`config.mk`:
```
export PLATFORM = sky130hd
export DESIGN_NAME = sprite_grid_mover
export DESIGN_NICKNAME = d
export VERILOG_FILES = /design/src/rtl/sprite_pkg.sv /design/src/rtl/grid_snap_step.sv /design/src/rtl/sprite_grid_mover.sv
export SDC_FILE = /design/constraint.sdc
export NUM_CORES = 1
export LEC_CHECK = 0
export ABC_CLOCK_PERIOD_IN_PS = 17250
export BUFFER_PORTS_ARGS = -buffer_cell sky130_fd_sc_hd__buf_2
export CORE_ASPECT_RATIO = 1.5
export CORE_MARGIN = 10
export CORE_UTILIZATION = 35
export CTS_CLUSTER_SIZE = 16
export DETAILED_ROUTE_END_ITERATION = 7
export PLACE_DENSITY = 0.51
export SETUP_SLACK_MARGIN = 0.3
export SLEW_MARGIN = 5
export SYNTH_ARGS = -nofsm -noshare
export SYNTH_HDL_FRONTEND = slang
export SYNTH_SLANG_ARGS = --single-unit
```
`constraint.sdc`:
```
create_clock -name clk -period 17.25 [get_ports clk]
set_clock_uncertainty 0.05 [all_clocks]
set_input_delay 3.45 -clock clk [delete_from_list [all_inputs] [get_ports clk]]
set_output_delay 3.45 -clock clk [all_outputs]
set_load 0.01 [all_outputs]
```
`src/rtl/sprite_pkg.sv`:
```
// Shared types and fixed-point helpers for the sprite grid mover.
package sprite_pkg;

  typedef enum logic [1:0] {UP = 2'd0, RIGHT = 2'd1, DOWN = 2'd2, LEFT = 2'd3} dir_t;
  typedef enum logic [1:0] {ALIVE = 2'd0, DYING = 2'd1, RESPAWN = 2'd2, GAME_OVER = 2'd3} mover_state_t;

  localparam int CNT_W = 16;

  // Non-negative offset of a fixed-point coordinate inside its tile.
  function automatic logic signed [31:0] tile_offset(input logic signed [31:0] pos, input int shift);
    logic signed [31:0] mask;
    mask = (32'sd1 <<< shift) - 32'sd1;
    return pos & mask;
  endfunction

  function automatic logic signed [31:0] clamp_s32(input logic signed [31:0] v,
                                                   input logic signed [31:0] lo,
                                                   input logic signed [31:0] hi);
    if (v < lo) return lo;
    if (v > hi) return hi;
    return v;
  endfunction

  // Current heading keeps priority while held; otherwise lowest set bit wins.
  function automatic dir_t resolve_dir(input logic [3:0] req, input dir_t cur);
    if (req[cur]) return cur;
    if (req[0]) return UP;
    if (req[1]) return RIGHT;
    if (req[2]) return DOWN;
    return LEFT;
  endfunction

endpackage

```
`src/rtl/grid_snap_step.sv`:
```
// One frame of grid motion: straight move when the cross axis is on a grid
// line, otherwise a snap of the cross axis toward the nearest line.
module grid_snap_step
  import sprite_pkg::*;
#(
  parameter int X_MIN     = 15,
  parameter int X_MAX     = 562,
  parameter int Y_MIN     = 160,
  parameter int Y_MAX     = 442,
  parameter int TILE_LOG2 = 5,
  parameter int FRAC_BITS = 6,
  parameter int SPEED     = 100,
  parameter int POS_W     = 11
) (
  input  logic signed [POS_W+FRAC_BITS-1:0] pos_x,
  input  logic signed [POS_W+FRAC_BITS-1:0] pos_y,
  input  logic                              req_valid,
  input  dir_t                              req_dir,
  input  logic [3:0]                        blocked,
  output logic signed [POS_W+FRAC_BITS-1:0] next_x,
  output logic signed [POS_W+FRAC_BITS-1:0] next_y,
  output logic                              turn
);

  localparam int PW      = POS_W + FRAC_BITS;
  localparam int TILE_FX = 1 << (TILE_LOG2 + FRAC_BITS);
  localparam int HALF_FX = TILE_FX / 2;
  localparam int X_LO    = X_MIN * (1 << FRAC_BITS);
  localparam int X_HI    = X_MAX * (1 << FRAC_BITS);
  localparam int Y_LO    = Y_MIN * (1 << FRAC_BITS);
  localparam int Y_HI    = Y_MAX * (1 << FRAC_BITS);

  logic              horiz;
  logic signed [31:0] main_pos, perp_pos, main_new, perp_new, off, step, nx, ny;

  always_comb begin
    horiz    = (req_dir == RIGHT) || (req_dir == LEFT);
    main_pos = horiz ? 32'(pos_x) : 32'(pos_y);
    perp_pos = horiz ? 32'(pos_y) : 32'(pos_x);
    off      = tile_offset(perp_pos, TILE_LOG2 + FRAC_BITS);
    main_new = main_pos;
    perp_new = perp_pos;
    step     = '0;
    turn     = 1'b0;
    if (req_valid) begin
      if (off == 32'sd0) begin
        turn = 1'b1;
        if (!blocked[req_dir])
          main_new = (req_dir == RIGHT || req_dir == DOWN) ? main_pos + SPEED : main_pos - SPEED;
      end else if (off < HALF_FX) begin
        // Step is capped by the remaining distance so the snap never overshoots.
        step     = (off < SPEED) ? off : SPEED;
        perp_new = perp_pos - step;
      end else begin
        step     = (TILE_FX - off < SPEED) ? TILE_FX - off : SPEED;
        perp_new = perp_pos + step;
      end
    end
    nx     = horiz ? main_new : perp_new;
    ny     = horiz ? perp_new : main_new;
    next_x = PW'(clamp_s32(nx, X_LO, X_HI));
    next_y = PW'(clamp_s32(ny, Y_LO, Y_HI));
  end

endmodule

```
`src/rtl/sprite_grid_mover.sv`:
```
// Per-frame sprite mover on a tile grid with turn assist, wall mask and a
// lives / death / respawn / game-over state machine.
module sprite_grid_mover
  import sprite_pkg::*;
#(
  parameter int INITIAL_X     = 240,
  parameter int INITIAL_Y     = 448,
  parameter int X_MIN         = 15,
  parameter int X_MAX         = 562,
  parameter int Y_MIN         = 160,
  parameter int Y_MAX         = 442,
  parameter int TILE_LOG2     = 5,
  parameter int FRAC_BITS     = 6,
  parameter int SPEED         = 100,
  parameter int POS_W         = 11,
  parameter int LIVES         = 3,
  parameter int DEATH_FRAMES  = 256,
  parameter int INVULN_FRAMES = 64
) (
  input  logic                    clk,
  input  logic                    resetN,
  input  logic                    startOfFrame,
  input  logic [3:0]              dir_req,
  input  logic [3:0]              blocked,
  input  logic                    kill,
  input  logic                    restart,
  output logic signed [POS_W-1:0] topLeftX,
  output logic signed [POS_W-1:0] topLeftY,
  output logic [1:0]              player_direction,
  output logic [2:0]              image,
  output logic                    player_awake,
  output logic                    invulnerable,
  output logic [2:0]              lives_left,
  output logic                    game_over
);

  localparam int PW = POS_W + FRAC_BITS;
  localparam logic signed [PW-1:0] INIT_X_FX = PW'(INITIAL_X * (1 << FRAC_BITS));
  localparam logic signed [PW-1:0] INIT_Y_FX = PW'(INITIAL_Y * (1 << FRAC_BITS));

  mover_state_t        state_reg, state_next;
  logic signed [PW-1:0] pos_x_reg, pos_x_next, pos_y_reg, pos_y_next, snap_x, snap_y;
  dir_t                dir_reg, dir_next, req_dir;
  logic [2:0]          lives_reg, lives_next, move_cnt_reg, move_cnt_next, image_reg, image_next;
  logic [CNT_W-1:0]    cnt_reg, cnt_next;
  logic                kill_pend_reg, kill_pend_next;
  logic                awake_reg, awake_next, invuln_reg, invuln_next, over_reg, over_next;
  logic                req_valid, snap_turn, do_motion;

  assign req_valid = |dir_req;
  assign req_dir   = resolve_dir(dir_req, dir_reg);

  grid_snap_step #(
    .X_MIN(X_MIN), .X_MAX(X_MAX), .Y_MIN(Y_MIN), .Y_MAX(Y_MAX),
    .TILE_LOG2(TILE_LOG2), .FRAC_BITS(FRAC_BITS), .SPEED(SPEED), .POS_W(POS_W)
  ) u_step (
    .pos_x(pos_x_reg), .pos_y(pos_y_reg), .req_valid(req_valid), .req_dir(req_dir),
    .blocked(blocked), .next_x(snap_x), .next_y(snap_y), .turn(snap_turn)
  );

  always_ff @(posedge clk or negedge resetN) begin
    if (!resetN) begin
      state_reg     <= ALIVE;
      pos_x_reg     <= INIT_X_FX;
      pos_y_reg     <= INIT_Y_FX;
      dir_reg       <= LEFT;
      lives_reg     <= 3'(LIVES);
      cnt_reg       <= '0;
      move_cnt_reg  <= '0;
      kill_pend_reg <= 1'b0;
      image_reg     <= '0;
      awake_reg     <= 1'b1;
      invuln_reg    <= 1'b0;
      over_reg      <= 1'b0;
    end else begin
      state_reg     <= state_next;
      pos_x_reg     <= pos_x_next;
      pos_y_reg     <= pos_y_next;
      dir_reg       <= dir_next;
      lives_reg     <= lives_next;
      cnt_reg       <= cnt_next;
      move_cnt_reg  <= move_cnt_next;
      kill_pend_reg <= kill_pend_next;
      image_reg     <= image_next;
      awake_reg     <= awake_next;
      invuln_reg    <= invuln_next;
      over_reg      <= over_next;
    end
  end

  always_comb begin
    state_next     = state_reg;
    pos_x_next     = pos_x_reg;
    pos_y_next     = pos_y_reg;
    dir_next       = dir_reg;
    lives_next     = lives_reg;
    cnt_next       = cnt_reg;
    move_cnt_next  = move_cnt_reg;
    image_next     = image_reg;
    do_motion      = 1'b0;
    kill_pend_next = (state_reg == ALIVE) ? (kill_pend_reg | kill) : 1'b0;

    unique case (state_reg)
      ALIVE: if (startOfFrame) begin
        kill_pend_next = 1'b0;
        // A kill pending at the frame boundary wins over that frame's motion.
        if (kill_pend_reg || kill) begin
          state_next = DYING;
          cnt_next   = '0;
        end else begin
          do_motion = 1'b1;
        end
      end
      DYING: if (startOfFrame) begin
        if (cnt_reg == CNT_W'(DEATH_FRAMES - 1)) begin
          cnt_next = '0;
          if (lives_reg > 3'd1) begin
            lives_next = lives_reg - 3'd1;
            state_next = RESPAWN;
            pos_x_next = INIT_X_FX;
            pos_y_next = INIT_Y_FX;
          end else begin
            lives_next = '0;
            state_next = GAME_OVER;
          end
        end else begin
          cnt_next = cnt_reg + CNT_W'(1);
        end
      end
      RESPAWN: if (startOfFrame) begin
        do_motion = 1'b1;
        if (cnt_reg == CNT_W'(INVULN_FRAMES - 1)) begin
          state_next = ALIVE;
          cnt_next   = '0;
        end else begin
          cnt_next = cnt_reg + CNT_W'(1);
        end
      end
      GAME_OVER: if (restart) begin
        state_next    = ALIVE;
        lives_next    = 3'(LIVES);
        pos_x_next    = INIT_X_FX;
        pos_y_next    = INIT_Y_FX;
        dir_next      = LEFT;
        cnt_next      = '0;
        move_cnt_next = '0;
        image_next    = '0;
      end
      default: ;
    endcase

    if (do_motion) begin
      pos_x_next = snap_x;
      pos_y_next = snap_y;
      if (snap_turn) dir_next = req_dir;
      if (req_valid) move_cnt_next = move_cnt_reg + 3'd1;
    end

    unique case (state_next)
      ALIVE:   if (do_motion) image_next = req_valid ? move_cnt_next : 3'd0;
      DYING:   image_next = (cnt_next > CNT_W'(255)) ? 3'd7 : cnt_next[7:5];
      RESPAWN: image_next = cnt_next[2:0];
      default: image_next = 3'd7;
    endcase

    awake_next  = (state_next == ALIVE) || (state_next == RESPAWN);
    invuln_next = (state_next == RESPAWN);
    over_next   = (state_next == GAME_OVER);
  end

  assign topLeftX         = pos_x_reg[PW-1:FRAC_BITS];
  assign topLeftY         = pos_y_reg[PW-1:FRAC_BITS];
  assign player_direction = dir_reg;
  assign image            = image_reg;
  assign player_awake     = awake_reg;
  assign invulnerable     = invuln_reg;
  assign lives_left       = lives_reg;
  assign game_over        = over_reg;

endmodule

```
### After elaboration in Yosys (flattened, before gate mapping)

Cells that the tools add are included.

| operators by class | value |
|---|---|
| add/sub/neg operators | 8 |
| multipliers | 0 |
| div/mod/pow operators | 0 |
| order comparisons | 11 |
| equality and inequality tests | 20 |
| shifts and indexed selects | 0 |
| mux-type cells | 106 |
| bitwise operators | 1 |
| reduce and logical (&&, ||, !) cells | 13 |

Operators by type and width:

| cell | number |
|---|---|
| 32-bit 2-to-1 mux | 12 |
| 17-bit 2-to-1 mux | 18 |
| 16-bit 2-to-1 mux | 7 |
| 17-bit one-hot mux with 2 select lines | 2 |
| 16-bit one-hot mux with 4 select lines | 1 |
| 3-bit 2-to-1 mux | 13 |
| 2-bit 2-to-1 mux | 19 |
| 32-bit adder | 1 |
| 32-bit by 8-bit adder with 32-bit output, second input constant | 1 |
| 32-bit by 16-bit > comparator with 1-bit output, second input constant | 1 |
| 32-bit by 17-bit > comparator with 1-bit output, second input constant | 1 |
| 32-bit logical NOT | 1 |
| 32-bit by 11-bit < comparator with 1-bit output, second input constant | 1 |
| 32-bit by 15-bit < comparator with 1-bit output, second input constant | 1 |
| 32-bit by 8-bit < comparator with 1-bit output, second input constant | 1 |
| 32-bit subtractor | 1 |
| 32-bit by 8-bit subtractor with 32-bit output, second input constant | 1 |
| 1-bit 2-to-1 mux | 27 |
| 16-bit by 1-bit adder with 16-bit output, second input constant | 1 |
| 16-bit by 6-bit equality test with 1-bit output, second input constant | 1 |
| 16-bit by 8-bit equality test with 1-bit output, second input constant | 1 |
| 16-bit by 8-bit > comparator with 1-bit output, second input constant | 1 |
| 3-bit != test, second input constant | 5 |
| 12-bit by 11-bit subtractor with 13-bit output, first input constant | 1 |
| other kinds (25) | 40 |

| word-level totals | value |
|---|---|
| flip-flop bits (word level) | 67 |
| latch bits | 0 |
| RAM bits | 0 |
| ROM bits | 0 |
| input bits | 13 |
| output and inout port bits | 33 |
| logic and storage cells | 171 |
| memories | 0 |

### Logic depth before layout (Yosys ltp)

| depth | value |
|---|---|
| depth in word-level cells | 30 |
| depth in mapped cells | 30 |
| mapped depth without buffers | 27 |

### Modules after synthesis

Synthesis repeated with hierarchy kept, for this count alone.

| unflattened totals | value |
|---|---|
| cell total of the unflattened synthesis | 1185 |
| area, all modules | 8912.3 um^2 |

By module, submodules not included:

| module | times used | cells each | area each (um^2) | seq. area each (um^2) |
|---|---|---|---|---|
| grid_snap_step | 1 | 824 | 5243.8 | 0.0 |
| sprite_grid_mover | 1 | 361 | 3668.5 | 1691.6 |

### Least setup slack after synthesis

OpenSTA, ideal clock, no wires.

| path | value |
|---|---|
| path kind | input-to-reg |
| start point | input port dir_req[0] |
| end point | register pos_x_reg[3] |
| library setup time | 121 ps |
| arrival time | 9307 ps |
| required time | 17079 ps |
| slack | 7772 ps |
| stages on the path | 29 |
| buffers on the path | 4 |
| cells stage by stage | nand2b_1 -> o22a_2 -> nand2_1 -> buf_2 -> buf_2 -> buf_2 -> mux2i_1 -> nor2_1 -> o31a_1 -> nand2_1 -> ha_1 -> and4_1 -> nand3_1 -> a21oi_1 -> ha_1 -> and2_1 -> ha_1 -> nand2_1 -> or4_1 -> a21oi_1 -> nor2_1 -> xnor2_1 -> o221a_2 -> or3_1 -> o211a_1 -> and2_1 -> buf_6 -> a21o_1 -> a22o_1 |

| on the way | value |
|---|---|
| cells in the longest elaborated chain, start to end | 24 |
| elaborated cells between the ends (all ways) | 50 |
| classes of those cells | add/sub: 5; order compare: 5; eq/ne: 3; mux: 33; reduce/logical: 4 |

Ends and longest elaborated chain:

| element | line | text |
|---|---|---|
| start, declared | sprite_grid_mover.sv:23 | `input logic [3:0] dir_req,` |
| 2-bit 2-to-1 mux | sprite_pkg.sv:27 | `if (req[0]) return UP;` |
| 2-bit 2-to-1 mux | sprite_pkg.sv:28 | `if (req[1]) return RIGHT;` |
| 2-bit 2-to-1 mux | sprite_pkg.sv:29 | `if (req[2]) return DOWN;` |
| 2-bit 2-to-1 mux | sprite_pkg.sv:30 | `return LEFT;` |
| 2-bit 2-to-1 mux | sprite_pkg.sv:29 |  |
| 2-bit 2-to-1 mux | sprite_pkg.sv:28 |  |
| 2-bit 2-to-1 mux | sprite_pkg.sv:27 |  |
| 2-bit by 1-bit equality test with 1-bit output / 2-bit equality test (equally long branches) | grid_snap_step.sv:37, grid_snap_step.sv:49 |  |
| (+7 left out) | - |  |
| 32-bit 2-to-1 mux | grid_snap_step.sv:46 | `if (off == 32'sd0) begin` |
| 32-bit 2-to-1 mux | grid_snap_step.sv:45 | `if (req_valid) begin` |
| 32-bit 2-to-1 mux * | grid_snap_step.sv:59 | `nx = horiz ? main_new : perp_new;` |
| 32-bit by 17-bit > comparator with 1-bit output | sprite_pkg.sv:20 | `if (v > hi) return hi;` |
| 1-bit 2-to-1 mux (2 in a row) | sprite_pkg.sv:20 |  |
| 17-bit 2-to-1 mux | sprite_pkg.sv:21 | `return v;` |
| 17-bit 2-to-1 mux * | sprite_pkg.sv:20 |  |
| 17-bit 2-to-1 mux * | sprite_grid_mover.sv:152 | `if (do_motion) begin` |
| end signal, assigned | sprite_grid_mover.sv:77 | `pos_x_reg <= pos_x_next;` |
| end, declared | sprite_grid_mover.sv:42 | `logic signed [PW-1:0] pos_x_reg, pos_x_next, pos_y_reg, pos_y_next, snap_x, snap_y;` |

Every way passes the cells marked *; elsewhere a longest branch is shown, timed or not. The select of a mux whose other input is x is not followed.
A chain may end at the register's enable or synchronous reset.

### Worst setup path in the final report

Same ends and word-level chain as after synthesis.

==> summary.txt <==
Placement
  • Placed cell area: 0.00893 mm²
  • HPWL after DPL: 27.8 mm
  • Gp weighted congestion: 0.950
  • Placed Instances: 1486
  • IO buf count: 45

Critical path
  • Crit path DAT: 10.96 ns
  • CP max FO: 58
  • Data required, critical path: 17.44 ns
  • Worst reg2reg endpoint: pos_x_reg[3]
  • Crit-path max cell delay: 0.81 ns
  • Worst reg-to-reg setup slack: 9.22 ns
  • Crit path depth: 25
  • WP buf/inv: 3
  • Largest delay share family, worst path: compound AO/OA/AOI/OAI gates
  • Highest-delay cell along the critical path: nor3_1
  • RR Startpoint: player_direction[0]
  • Critical path endpoint: pos_x_reg[3]
  • Crit end category: register
  • Crit path from: dir_req[0]
  • CP dominant cell by count: and2_1
  • Critical path class: input port to register
  • R2R depth: 24
  • CP Launch Type: input port

STA
  • RSZ-0062 raised after global routing: no
  • Slew Limit Fails: 0
  • Sum Neg Setup Slack: 0 ns
  • Minimum clock period: 10.78 ns
  • Final hold viol count: 0
  • Worst Tran Pin Value: 1.25 ns
  • Final count of negative-setup-slack endpoints: 0
  • Maximum clock rate: 92.8 MHz
  • Fin Hold WS: 0.432 ns
  • Final Cycle Share: 0.625
  • Max-slew headroom: 0.143

Power and ir drop
  • Peak supply drop: 0.0735 mV
  • Pleak: 3.96 nW
  • Power Dens Cells: 235 mW/mm²
  • Tot Pwr: 2.16 mW

Clock network
  • Clock Sinks: 67
  • CTS Buf Count: 9
  • H-tree levels: 3
  • Setup Buffers After CTS: 0
  • Clock latency on the worst-skew pair: 0.35 ns
  • Post-CTS Hold Fix Bufs: 0
  • Max clock buf depth: 2
  • CTS clk-pin slew, worst paths: 0.06 ns
  • CTS tree: done
  • Clock root cell: clkbuf_16
  • Post-CTS sizing: 0

Logic synthesis
  • Synth Warn #: 0
  • Syn avg cell area: 7.29 µm²
  • Async S/R FF share, synth: 1.00
  • Mapped Cells: 1177
  • Top cell type's share of synthesized area: 0.161
  • Sequential area share after synthesis: 0.197
  • Post-synthesis register bit count: 67
  • Yosys cell types: 93
  • Number of synthesized flops with an enable pin: 0
  • Post-synth top flop: dfrtp_1
  • Synth area leaders: dfrtp_1 (16%), ha_1 (6.9%), nand2_1 (6.4%)
  • Post-Syn Area: 0.00857 mm²
  • Top cell type by total area after synthesis: dfrtp_1
  • Mapped Nets: 1239

Route
  • Detailed router's first-iteration violation count: 626
  • Wire per inst: 23.2 µm
  • Antenna viol nets, final: 0
  • Final WL: 34.8 mm
  • Vias per cell: 6.26
  • Drt pass-1 iters: 6
  • DR vias: 9407
  • Remaining DRCs: 0

Floorplan
  • Core Region: 0.0243 mm²
  • Die area: 0.0313 mm²
  • Cell Rows: 70
  • Initial core utilization: 0.353
  • Num ports: 46
  • Die span in y: 212 µm
  • Die Wd: 148 µm

Final layout
  • Fin cells: 1502
  • Share of cells above drive strength 1: 0.108
  • Area grow syn2layout: 7.47%
  • ANT cells: 0
  • Fillers: 2640
  • Nets: 1235
  • Final Instance Area: 0.00922 mm²

GRT
  • Tot GR Track Use: 0.218
  • Vias in the first global route: 9542
  • Total grt overflow: 0
  • Initial antenna violation count: 0
  • First-pass GRT wire length: 53.8 mm
  • Largest net degree at the start of global routing: 68

Job
  • Max-cap violations: 0

Run status
  • Run status: finished clean

Min path
  • Hold Path Class: register to register
-- final cells by class --
cell class                 instances  area [µm²]  area share
tap                              324         405      0.0440
clock inverter                     5        37.5     0.00407
multi-input combinational        996        6370       0.691
sequential                        67        1690       0.184
timing repair buffer              55         303      0.0329
inverter                          44         165      0.0179
clock buffer                      11         243      0.0263
-- cells in the final DEF, fill, tap and decap left out, types with 5 or more instances in the layout --
cell type  instances
a21boi_0           5
a211oi_1          24
a21oi_1           92
o21a_1            14
xor2_1            20
o211ai_1          10
a22oi_1            6
xnor2_1           21
nor4_1             9
nor2_1            93
nand2_1          146
mux2i_1           13
dfrtp_1           55
o21ai_1            7
a22o_1            15
dfstp_2           12
o21ai_0          110
buf_4             11
buf_2             44
a21o_1            18
ha_1              47
inv_1             43
a221o_1            9
nand2b_1           6
nor3_1            36
nand4_1           20
nand3b_1           5
nand3_1           44
mux2_2            10
and2_1            14
o22ai_1            9
a31oi_1           27
or3_1             13
a32oi_1            6
a221oi_1           7
clkbuf_16          9
o31ai_1           18
and3_1            17
nor2b_1            9
-- metrics by stage --
step | util | worst slack, ns
2_1_floorplan | - | 7.77
3_3_place_gp | 0.368 | 6.33
3_5_place_dp | 0.368 | 6.33
4_1_cts | 0.380 | 6.68
5_1_grt | 0.380 | 6.00
6_report | 0.380 | 6.47
-- synthesized netlist by cell type (24+ instances only) --
master,instances
a211oi_1,24
a21oi_1,92
a31oi_1,27
clkbuf_1,29
dfrtp_1,55
ha_1,47
inv_1,43
nand2_1,147
nand3_1,44
nor2_1,94
nor3_1,37
o21ai_0,110
-- where the power goes --
part	internal, mW	total (mW)	leakage [nW]	switching (mW)
sequential	0.195	0.258	0.865	0.0637
combinational	0.581	1.72	2.96	1.14
clock	0.102	0.179	0.133	0.0773
total	0.877	2.16	3.96	1.28
-- kinds of logic (layout without fill, tap and decap cells) --
| group | after synthesis | after routing | share of synthesized area |
|---|---|---|---|
| AO/OA/AOI/OAI | 441 | 441 | 0.343 |
| AND/OR/NAND/NOR | 441 | 441 | 0.253 |
| buffers and inverters | 114 | 115 | 0.0623 |
| flip-flops | 67 | 67 | 0.197 |
| adder cells (fa/ha/maj) | 49 | 49 | 0.0733 |
| XOR/XNOR | 41 | 41 | 0.0419 |
| multiplexers | 23 | 23 | 0.0283 |
| other | 1 | 1 | 0.000437 |
-- routing by layer --
metal  GRT usage  wire length [µm]  part of all wire
met5           0                 0                 0
met1       0.211             12500              0.36
met3      0.0201              1220             0.035
met2       0.416             18500              0.53
met4       0.160              2650             0.076
-- how the worst min path moves through the flow --
stage	start	end	slack (ns)	depth (start not counted)
6_report	image[1]	image[1]	0.43	2
5_1_grt	image[1]	image[1]	0.46	2
4_1_cts	image[1]	image[1]	0.43	2
3_5_place_dp	image[1]	image[1]	0.42	2
3_3_place_gp	move_cnt_reg[1]	move_cnt_reg[1]	0.42	2
2_1_floorplan	move_cnt_reg[1]	move_cnt_reg[1]	0.40	2
-- tightest hold or removal path: cells and delay by family, from the launching register on --
family / cells / cell delay, ns
flops: 1 / 0.34
compound gates: 1 / 0.06
simple gates: 1 / 0.05
No activity file was read; power rests on OpenSTA's default activity.
